--- config.mk ---
export PLATFORM = sky130hd
export DESIGN_NAME = alu_share_arbiter
export DESIGN_NICKNAME = d
export VERILOG_FILES = /design/src/rtl/alu_share_arbiter.sv
export SDC_FILE = /design/constraint.sdc
export NUM_CORES = 1
export LEC_CHECK = 0
export ABC_CLOCK_PERIOD_IN_PS = 4650
export CORE_AREA = 2 2 125 127
export CTS_BUF_LIST = sky130_fd_sc_hd__clkbuf_8
export CTS_CLUSTER_DIAMETER = 80
export DETAILED_ROUTE_END_ITERATION = 8
export DIE_AREA = 0 0 127 129
export PLACE_DENSITY_LB_ADDON = 0.12
export SLEW_MARGIN = 10
export SYNTH_ARGS = -nofsm -noshare
export SYNTH_HDL_FRONTEND = slang
export SYNTH_SLANG_ARGS = --single-unit
--- constraint.sdc ---
create_clock -name clk -period 4.65 [get_ports clk]
set_input_delay 0.6975 -clock clk [delete_from_list [all_inputs] [get_ports clk]]
set_output_delay 0.6975 -clock clk [all_outputs]
set_load 0.005 [all_outputs]
--- src/rtl/alu_share_arbiter.sv ---
// Round-robin arbiter sharing one combinational ALU between two valid/ready clients.
// Optional macro ALU_ILLEGAL_CHK_EN: flags ctrl 100/110/111 as illegal and forces a zeroed error response.
module alu_share_arbiter #(
    parameter int WIDTH  = 32,
    parameter int CTRL_W = 3
) (
    input  logic              clk,
    input  logic              rst,
    input  logic              req0_valid,
    output logic              req0_ready,
    input  logic [WIDTH-1:0]  req0_a,
    input  logic [WIDTH-1:0]  req0_b,
    input  logic [CTRL_W-1:0] req0_ctrl,
    output logic              rsp0_valid,
    input  logic              rsp0_ready,
    output logic [WIDTH-1:0]  rsp0_result,
    output logic [3:0]        rsp0_flags,
    output logic              rsp0_err,
    input  logic              req1_valid,
    output logic              req1_ready,
    input  logic [WIDTH-1:0]  req1_a,
    input  logic [WIDTH-1:0]  req1_b,
    input  logic [CTRL_W-1:0] req1_ctrl,
    output logic              rsp1_valid,
    input  logic              rsp1_ready,
    output logic [WIDTH-1:0]  rsp1_result,
    output logic [3:0]        rsp1_flags,
    output logic              rsp1_err,
    output logic [WIDTH-1:0]  alu_a,
    output logic [WIDTH-1:0]  alu_b,
    output logic [CTRL_W-1:0] alu_control,
    input  logic [WIDTH-1:0]  alu_result,
    input  logic              alu_v,
    input  logic              alu_c,
    input  logic              alu_z,
    input  logic              alu_n
);

    typedef enum logic [1:0] {
        S_IDLE,
        S_EXEC,
        S_RESP
    } state_t;

    state_t              r_state;
    logic                r_last_grant;
    logic                r_owner;
    logic [WIDTH-1:0]    r_alu_a;
    logic [WIDTH-1:0]    r_alu_b;
    logic [CTRL_W-1:0]   r_alu_ctrl;
    logic                r_rsp0_valid;
    logic [WIDTH-1:0]    r_rsp0_result;
    logic [3:0]          r_rsp0_flags;
    logic                r_rsp0_err;
    logic                r_rsp1_valid;
    logic [WIDTH-1:0]    r_rsp1_result;
    logic [3:0]          r_rsp1_flags;
    logic                r_rsp1_err;

    logic                w_grant;
    logic                w_handshake;
    logic                w_illegal;
    logic                w_owner_ready;
    logic [WIDTH-1:0]    w_cap_result;
    logic [3:0]          w_cap_flags;

    // With both requesting, the one that did not win last time gets the ALU.
    assign w_grant     = (req0_valid && req1_valid) ? ~r_last_grant : req1_valid;
    assign req0_ready  = (r_state == S_IDLE) && req0_valid && !w_grant;
    assign req1_ready  = (r_state == S_IDLE) && req1_valid && w_grant;
    assign w_handshake = req0_ready || req1_ready;

`ifdef ALU_ILLEGAL_CHK_EN
    assign w_illegal = (r_alu_ctrl == CTRL_W'(3'b100)) ||
                       (r_alu_ctrl == CTRL_W'(3'b110)) ||
                       (r_alu_ctrl == CTRL_W'(3'b111));
`else
    assign w_illegal = 1'b0;
`endif

    assign w_cap_result  = w_illegal ? '0 : alu_result;
    assign w_cap_flags   = w_illegal ? 4'b0000 : {alu_v, alu_c, alu_z, alu_n};
    assign w_owner_ready = r_owner ? rsp1_ready : rsp0_ready;

    always_ff @(posedge clk) begin
        if (rst) begin
            r_state       <= S_IDLE;
            r_last_grant  <= 1'b1;
            r_owner       <= 1'b0;
            r_alu_a       <= '0;
            r_alu_b       <= '0;
            r_alu_ctrl    <= '0;
            r_rsp0_valid  <= 1'b0;
            r_rsp0_result <= '0;
            r_rsp0_flags  <= 4'b0000;
            r_rsp0_err    <= 1'b0;
            r_rsp1_valid  <= 1'b0;
            r_rsp1_result <= '0;
            r_rsp1_flags  <= 4'b0000;
            r_rsp1_err    <= 1'b0;
        end else begin
            case (r_state)
                S_IDLE: begin
                    if (w_handshake) begin
                        r_alu_a      <= w_grant ? req1_a    : req0_a;
                        r_alu_b      <= w_grant ? req1_b    : req0_b;
                        r_alu_ctrl   <= w_grant ? req1_ctrl : req0_ctrl;
                        r_owner      <= w_grant;
                        r_last_grant <= w_grant;
                        r_state      <= S_EXEC;
                    end
                end
                // The ALU has had a full cycle on the registered operands; capture for the owner.
                S_EXEC: begin
                    if (r_owner) begin
                        r_rsp1_valid  <= 1'b1;
                        r_rsp1_result <= w_cap_result;
                        r_rsp1_flags  <= w_cap_flags;
                        r_rsp1_err    <= w_illegal;
                    end else begin
                        r_rsp0_valid  <= 1'b1;
                        r_rsp0_result <= w_cap_result;
                        r_rsp0_flags  <= w_cap_flags;
                        r_rsp0_err    <= w_illegal;
                    end
                    r_state <= S_RESP;
                end
                S_RESP: begin
                    if (w_owner_ready) begin
                        if (r_owner) begin
                            r_rsp1_valid <= 1'b0;
                        end else begin
                            r_rsp0_valid <= 1'b0;
                        end
                        r_state <= S_IDLE;
                    end
                end
                default: r_state <= S_IDLE;
            endcase
        end
    end

    assign alu_a       = r_alu_a;
    assign alu_b       = r_alu_b;
    assign alu_control = r_alu_ctrl;
    assign rsp0_valid  = r_rsp0_valid;
    assign rsp0_result = r_rsp0_result;
    assign rsp0_flags  = r_rsp0_flags;
    assign rsp0_err    = r_rsp0_err;
    assign rsp1_valid  = r_rsp1_valid;
    assign rsp1_result = r_rsp1_result;
    assign rsp1_flags  = r_rsp1_flags;
    assign rsp1_err    = r_rsp1_err;

endmodule

Word level (Yosys, flattened, before mapping). Index checks and enable logic that the tools add are counted.

Register bits: 145. Latch bits: 0. Memory bits (writable): 0. ROM bits: 0. Bits of input ports: 176. Output and inout bits: 145. Logic and storage cells: 53. Memories kept: 0.

Add/sub/neg operators: 0. Multipliers: 0. Div/mod/pow operators: 0. Order comparisons: 0. Equal/unequal tests: 8. Shifts and indexed selects: 0. Multiplexer cells: 16. Bitwise logic cells: 2. Reduce and logical (&&, ||, !) cells: 15.

Operators with widths (number): 32-bit 2-to-1 mux (2); 2-bit inequality test, second input constant (6); 1-bit 2-to-1 mux (8); 2-bit AND reduction (4); 4-bit AND reduction (2); 2-bit case mux with 3 select lines (1); 1-bit logical AND (5); 2-bit 2-to-1 mux (2); 1-bit case mux with 2 select lines (2); 3-bit 2-to-1 mux (1); 2-bit by 1-bit == test with 1-bit output, second input constant (1); 2-bit == test, second input constant (1); 2-bit zero test (1); 1-bit inverter (2); 2-bit nonzero test (1); 1-bit zero test (1); 1-bit logical OR (1).

Longest topological paths before layout. Gate-level depths: netlist of run 1.

Word-level depth: 7. Mapped depth: 7. Mapped depth without buffers: 5.

Worst setup path before layout of run 1. Ideal clock, no wire load.

Path type: input -> output. Start: in req1_valid. End: out req1_ready. Data arrival time: 1.295 ns. Required time: 3.953 ns. Setup slack: 2.657 ns. Stages: 4. Cells stage by stage: a21boi_2 -> buf_4 -> buf_6 -> and2_1.

Longest elaborated chain between the ends: 3.

Ends and longest elaborated chain: start, declared (line 19) `input logic req1_valid,`; 1-bit logical AND (line 68) `assign w_grant = (req0_valid && req1_valid) ? ~r_last_grant : req1_valid;`; 1-bit 2-to-1 mux (line 68); 1-bit logical AND * (line 70) `assign req1_ready = (r_state == S_IDLE) && req1_valid && w_grant;`; end, declared (line 20) `output logic req1_ready,`.

Mark *: on every way between the ends. The rest lies on a longest branch, timed or not.

Worst setup path after layout of run 1. Same ends and word-level chain as after synthesis.

==> results of run 1 <==
==> registers in the layout, summed over array words and instances, names as in the netlist <==
signal        flops
rsp0_result      32
alu_a            32
r_owner           1
rsp1_flags        4
rsp0_valid        1
alu_b            32
r_last_grant      1
alu_control       3
rsp1_valid        1
rsp1_result      32
r_state           2
rsp0_flags        4
==> cells in the mapped netlist, types with 6 or more instances <==
master    count  area, µm²
buf_4         6       45.0
nand2_1     149        559
a211oi_2     60        751
nor2_1       72        270
ha_1          6       75.1
buf_2        15       75.1
a21oi_1      74        370
a211oi_1      8       60.1
mux2i_1      69        691
buf_6         6       67.6
nand2b_1      6       37.5
dfxtp_1     145       2900
clkbuf_1     27        101
==> area by class of cell <==
type	instances	share of cell area
clock buffer	21	0.0296
clock inverter	11	0.0155
inverter	2	0.000769
multi-input combinational	458	0.300
sequential	145	0.297
tap	188	0.0241
timing repair buffer	325	0.333
==> critical path, delay by kind of cell <==
kind	cells	cell delay (ns)
buf+inv	2	1.09
simple gates	1	0.14
compound gates	1	0.24
==> power by group through the flow <==
| stage | clock [µW] | combinational (µW) | sequential (µW) |
|---|---|---|---|
| 2_1_floorplan | 0 | 690 | 1600 |
| 3_3_place_gp | 0 | 1360 | 1580 |
| 3_5_place_dp | 0 | 1390 | 1590 |
| 4_1_cts | 1100 | 1400 | 1570 |
| 5_1_grt | 1160 | 1500 | 1590 |
| 6_report | 1080 | 1380 | 1560 |
==> cells in the final DEF (no fill, tap or decap) <==
master | netlist | routed
buf_6 | 6 | 1
a2bb2oi_1 | 1 | 1
a32oi_1 | 1 | 1
buf_12 | 0 | 1
a211oi_1 | 8 | 8
clkbuf_8 | 0 | 21
a22oi_1 | 1 | 1
dfxtp_1 | 145 | 145
o21ai_0 | 1 | 1
o21a_4 | 0 | 1
nor2b_2 | 0 | 1
nand2b_1 | 6 | 6
inv_6 | 0 | 2
mux2i_1 | 69 | 69
a21oi_1 | 74 | 74
and2_1 | 2 | 2
a21boi_4 | 0 | 1
buf_4 | 6 | 6
ha_1 | 6 | 6
a211o_1 | 2 | 2
bufinv_16 | 0 | 3
conb_1 | 1 | 2
clkdlybuf4s50_1 | 0 | 317
nand3_1 | 1 | 1
a211oi_2 | 60 | 60
nand2_1 | 149 | 149
clkinv_4 | 0 | 2
nor2_1 | 72 | 72
inv_1 | 2 | 3
clkinvlp_4 | 0 | 3
==> path summary, 6_finish.rpt <==
kind / startpoint / end / slack [ns]
max: req1_valid / req1_ready / 1.78
min: rsp1_result[31]$_SDFFE_PP0P_ / rsp1_result[31]$_SDFFE_PP0P_ / 0.45
max reg2reg: r_state[1]$_SDFFE_PP0P_ / alu_a[28]$_SDFFE_PP0P_ / 2.47
min reg2reg: rsp1_result[31]$_SDFFE_PP0P_ / rsp1_result[31]$_SDFFE_PP0P_ / 0.45
==> logic make-up (layout without fill, tap and decap cells) <==
family	after synthesis	count (layout)	synth area share
AND/OR/NAND/NOR	231	231	0.145
AO/OA/AOI/OAI	150	150	0.204
flip-flops	145	145	0.474
multiplexers	69	69	0.113
buffers and inverters	59	359	0.0521
adder cells (fa/ha/maj)	6	6	0.0122
other	1	2	0.000612
==> layer usage <==
metal | vias to the layer above | global-route usage | part of all wire | wire length [µm]
met4 | 0 | 0.0866 | 0.026 | 472
met5 | - | 0 | 0 | 0
met3 | 34 | 0.0886 | 0.091 | 1680
li1 | 2816 | - | - | -
met2 | 221 | 0.384 | 0.49 | 9110
met1 | 2578 | 0.242 | 0.39 | 7180
==> per-stage QoR <==
step	hold WS, ns	power (µW)
floorplan	0.453	2290
global placement	0.442	2940
detailed placement	0.446	2980
CTS	0.457	4060
global route	0.477	4250
finish	0.454	4020
==> reports/qor.yml, run 1 <==
ys_ff_latch: 145
post-route-period-util: 0.616
cap_violations: 0
crit_arrival_ns: 2.17
intPower_uw: 2780
final_cells: 1150
synthCells: 661
fin_util: 0.652
ir_drop_mv: 0.248
grt_max_degree: 121
grt_pass1_wl_um: 28800
wl_per_cell_um: 16.0
io_buffers: 318
power_frac_comb: 0.343
finalSetupViolations: 0
synthesis.area_mm2: 0.00613
seqCellArea_mm2: 0.00290
finClkSkew_ns: 0.0130
dieArea_mm2: 0.0164
switching_share: 0.307
start_util: 0.409
grt_pass1_vias: 5601
synth.distinct_cells: 27
slew_headroom: 0.232
drc: 0
ys.flop_type: "dfxtp_1"
finalSetupTns_ns: 0
die_w_um: 127
cp_max_fo: 5
grtUsageTotal: 0.221
postCtsSetupBuffers: 0
clock_power_share: 0.268
pre_cts_slack_ns: 1.56
grt-ovfl-total: 0
reg2reg_depth: 6
fmax_mhz: 349
fin_area_mm2: 0.00976
post-route-min-period_ns: 2.87
antenna_found_initial: 0
detailedRoute.firstIterationViolations: 300
coreArea_mm2: 0.0150
placed_cells: 1118
hold_viol: 0
first_pass_iters: 4
gp_congestion: 0.803
fp-row-count: 45
start_kind: "primary input"
die_y_um: 129
slew_violations: 0
clock_latency_ns: 0.44
htreeDepth: 4
crit_path_frequent_cell: "clkdlybuf4s50_1"
synth.avg_cell_area_um2: 9.27
setup_ws_ns: 1.78
yosysSeqAreaShare: 0.474
cts.sinks: 145
n_antenna_cell: 0
final_nets: 1131
p_per_area_mw_per_mm2: 411
hold_depth: 2
seq_power_share: 0.390
via_per_inst: 4.91
synth_edf_count: 0
post_cts_resized: 0
crit_required_ns: 3.95
tightestPinTransition_ns: 1.15
ctsRootBufferMaster: "clkbuf_8"
p_leak_uw: 0.00353
clk_pin_slew_ns: 0.07
drt-total-wl_um: 18400
min_path_type: "flop to flop"
cp_slowest_cell: "clkdlybuf4s50_1"
yosys_warnings: 0
nFillCells: 1184
drive_gt1_frac: 0.106
placed_area_mm2: 0.00932
ctsHoldBuffers: 0
cts_tree: "yes"
ys_async_sr_fraction: 0
status: "complete, no violations"
via_count: 5649
ios: 321
antenna_left: 0
critical_path_class: "primary input to output pin"
end_kind: "output pin"
slowest_delay_ns: 0.57
areaGrowthSynthToFinish_pct: 59.3
cts_buffers: 17
p_switching_uw: 1230
post-dp-hpwl_um: 13400
clk_path_buf_depth: 2
rsz0062_at_grt: "false"
multi_input_area_mm2: 0.00293
worstPathCellList: "clkdlybuf4s50_1 -> a21boi_4 -> and2_1 -> clkdlybuf4s50_1"
(Power assumes the default switching activity.)
==> run 2: changes to the inputs <==
--- a/config.mk
+++ b/config.mk
@@ -5,12 +5,11 @@
 export SDC_FILE = /design/constraint.sdc
 export NUM_CORES = 1
 export LEC_CHECK = 0
-export ABC_CLOCK_PERIOD_IN_PS = 4650
-export CORE_AREA = 2 2 125 127
+export ABC_CLOCK_PERIOD_IN_PS = 2550
+export CORE_UTILIZATION = 37
 export CTS_BUF_LIST = sky130_fd_sc_hd__clkbuf_8
 export CTS_CLUSTER_DIAMETER = 80
 export DETAILED_ROUTE_END_ITERATION = 8
-export DIE_AREA = 0 0 127 129
 export PLACE_DENSITY_LB_ADDON = 0.12
 export SLEW_MARGIN = 10
 export SYNTH_ARGS = -nofsm -noshare
==> constraint.sdc (replaced) <==
create_clock -name clk -period 2.55 [get_ports clk]
set_input_delay 0.3825 -clock clk [delete_from_list [all_inputs] [get_ports clk]]
set_output_delay 0.3825 -clock clk [all_outputs]
set_load 0.005 [all_outputs]
==> run 2 against run 1 <==
Cell count rose by 2.8%. Core utilization fell by 3.7 points. Cell area rose by 0.72%. Worst hold slack got worse by 0.10 ns. Critical path depth rose by 1. Clock skew fell by 0.0028 ns. Critical endpoint is now req0_ready. Clock-buffer cell count fell by 4. First-iteration DRC count fell by 34%. Sequential cell count did not move. Combinational power rose by 84%. Clock power rose by 71%. Via count fell by 1.4%.
==> reports/qor.yml, run 2 (synthesis results as in run 1) <==
post-route-period-util: 0.909
min_path_type: "primary input to flop"  # was flop to flop
n_antenna_cell: 0  # unchanged
power_frac_comb: 0.352  # was 0.343
r2r_end: "alu_b[4]$_SDFFE_PP0P_"  # was alu_a[28]$_SDFFE_PP0P_
finalSetupViolations: 0  # unchanged
final_cells: 1182  # was 1150
routed-wl-met2_um: 8930  # was 9110 µm
fp-row-count: 46  # was 45
final_nets: 1135  # was 1131
grt_pass1_wl_um: 27600  # was 28800 µm
wl_met1_um: 7450  # was 7180 µm
via_count: 5568  # was 5649
crit_arrival_ns: 1.93  # was 2.17 ns
die_w_um: 131  # was 127 µm
final_common_cell: "clkdlybuf4s50_1"  # unchanged
post-route-min-period_ns: 2.32
fmax_mhz: 432
seqCellArea_mm2: 0.00290  # unchanged
p_leak_uw: 0.00355  # was 0.00353 µW
cts_tree: "yes"  # unchanged
layout_common_cells: "clkdlybuf4s50_1 (317), nand2_1 (149), dfxtp_1 (145)"  # unchanged
ctsHoldBuffers: 0  # unchanged
grtUsageTotal: 0.212  # was 0.221
drc: 0  # unchanged
cts_buffers: 17  # unchanged
p_switching_uw: 2390  # was 1230 µW
end_kind: "output pin"  # unchanged
first_pass_iters: 5  # was 4
reg2reg_depth: 6  # unchanged
wl_per_cell_um: 15.7  # was 16.0 µm
status: "complete, no violations"  # unchanged
crit_required_ns: 2.17  # was 3.95 ns
cp_max_fo: 7  # was 5
met3_length_um: 1880  # was 1680 µm
post-dp-hpwl_um: 13400  # about the same
intPower_uw: 4850  # was 2780 µW
clk_path_buf_depth: 2  # unchanged
pre_cts_slack_ns: 0.335  # was 1.56 ns
critical_path_class: "flop to output pin"  # was primary input to output pin
placed_cells: 1150  # was 1118
dieArea_mm2: 0.0171  # was 0.0164 mm²
finalSetupTns_ns: 0  # unchanged
clock_latency_ns: 0.46  # was 0.44 ns
switching_share: 0.330  # was 0.307
multi_input_area_mm2: 0.00293  # about the same
start_kind: "flop"  # was primary input
die_y_um: 131  # was 129 µm
coreArea_mm2: 0.0160  # was 0.0150 mm²
hold_viol: 0  # unchanged
tightestPinTransition_ns: 0.518  # was 1.15 ns
setup_ws_ns: 0.233  # was 1.78 ns
finClkSkew_ns: 0.0102  # was 0.0130 ns
ir_drop_mv: 0.415  # was 0.248 mV
ios: 321  # unchanged
ctsRootBufferMaster: "clkbuf_8"  # unchanged
gp_congestion: 0.716  # was 0.803
grt_max_degree: 88  # was 121
slew_headroom: 0.655  # was 0.232
placed_area_mm2: 0.00943  # was 0.00932 mm²
detailedRoute.firstIterationViolations: 198  # was 300
cts.sinks: 145  # unchanged
fin_area_mm2: 0.00983  # was 0.00976 mm²
areaGrowthSynthToFinish_pct: 60.4  # was 59.3%
io_buffers: 318  # unchanged
slew_violations: 0  # unchanged
clk_pin_slew_ns: 0.09  # was 0.07 ns
antenna_found_initial: 0  # unchanged
holdWs_ns: 0.353  # was 0.454 ns
cap_violations: 0  # unchanged
rsz0062_at_grt: "false"  # unchanged
top_layer: "met4"  # unchanged
seq_power_share: 0.392  # was 0.390
whs_endpoint: "r_owner$_SDFFE_PP0P_"  # was rsp1_result[31]$_SDFFE_PP0P_
rrSetupSlack_ns: 0.80  # was 2.47 ns
p_per_area_mw_per_mm2: 736  # was 411 mW/mm²
nFillCells: 1458  # was 1184
min_from: "rst"  # was rsp1_result[31]$_SDFFE_PP0P_
antenna_left: 0  # unchanged
r2r-start: "r_state[0]$_SDFFE_PP0P_"  # was r_state[1]$_SDFFE_PP0P_
via_per_inst: 4.71  # was 4.91
clock_power_share: 0.256  # was 0.268
grt-ovfl-total: 0  # unchanged
hold_depth: 2  # unchanged
drive_gt1_frac: 0.112  # was 0.106
drt-total-wl_um: 18600  # was 18400 µm
grt_pass1_vias: 5243  # was 5601
start_util: 0.383  # was 0.409
htreeDepth: 4  # unchanged
-- run 2: through the flow --
step,utilization,total power [µW]
finish,0.615,7240
detailed placement,0.589,5460
floorplan,-,4180
global route,0.615,7680
global placement,0.589,5420
CTS,0.614,7340
-- run 2: layout make-up --
type                       instances  area share
clock buffer                      17      0.0238
multi-input combinational        458       0.298
inverter                           2    0.000763
sequential                       145       0.295
timing repair buffer             329       0.337
clock inverter                    15      0.0174
tap                              216      0.0275
-- run 2: power by group through the flow --
stage | combinational (µW) | sequential [µW] | clock, µW
2_1_floorplan | 1260 | 2920 | 0
3_3_place_gp | 2540 | 2880 | 0
3_5_place_dp | 2570 | 2890 | 0
4_1_cts | 2580 | 2840 | 1920
5_1_grt | 2770 | 2900 | 2010
6_report | 2540 | 2840 | 1850
-- run 2: worst max-delay path by stage --
stage / from / end / slack (ns) / depth (start not counted)
global placement: req1_valid / req1_ready / 0.35 / 4
finish: r_state[0]$_SDFFE_PP0P_ / req0_ready / 0.23 / 5
detailed placement: req1_valid / req1_ready / 0.33 / 4
CTS: r_state[0]$_SDFFE_PP0P_ / req0_ready / 0.10 / 5
global route: r_state[0]$_SDFFE_PP0P_ / req0_ready / 0.08 / 5
floorplan: r_state[0]$_SDFFE_PP0P_ / alu_a[14]$_SDFFE_PP0P_ / 0.97 / 7
-- run 2: critical path, cell delays in order (launching register included) --
cell and delay, ns:
dfxtp_1 0.35, inv_1 0.14, ha_2 0.29, nand2_1 0.10, nor2_1 0.11, clkdlybuf4s50_1 0.51
-- run 2: timing repair --
action,CTS,global route
resized for setup,0,1
endpoints found under the setup margin,0,1
setup buffers,0,0
-- run 2: per-layer routing --
metal  GRT usage  vias up
met5           0        -
met4      0.0818        0
met3      0.0884       22
met2       0.359      210
met1       0.237     2512
li1            -     2824
==> run 3: changes to the inputs <==
--- a/config.mk
+++ b/config.mk
@@ -5,12 +5,14 @@
 export SDC_FILE = /design/constraint.sdc
 export NUM_CORES = 1
 export LEC_CHECK = 0
+export ABC_AREA = 0
 export ABC_CLOCK_PERIOD_IN_PS = 2550
 export CORE_UTILIZATION = 37
 export CTS_BUF_LIST = sky130_fd_sc_hd__clkbuf_8
 export CTS_CLUSTER_DIAMETER = 80
 export DETAILED_ROUTE_END_ITERATION = 8
 export PLACE_DENSITY_LB_ADDON = 0.12
+export SKIP_LAST_GASP = 1
 export SLEW_MARGIN = 10
 export SYNTH_ARGS = -nofsm -noshare
 export SYNTH_HDL_FRONTEND = slang
==> results of run 3 <==
Same layout as run 2: the final DEF is identical, and so are final timing and power.
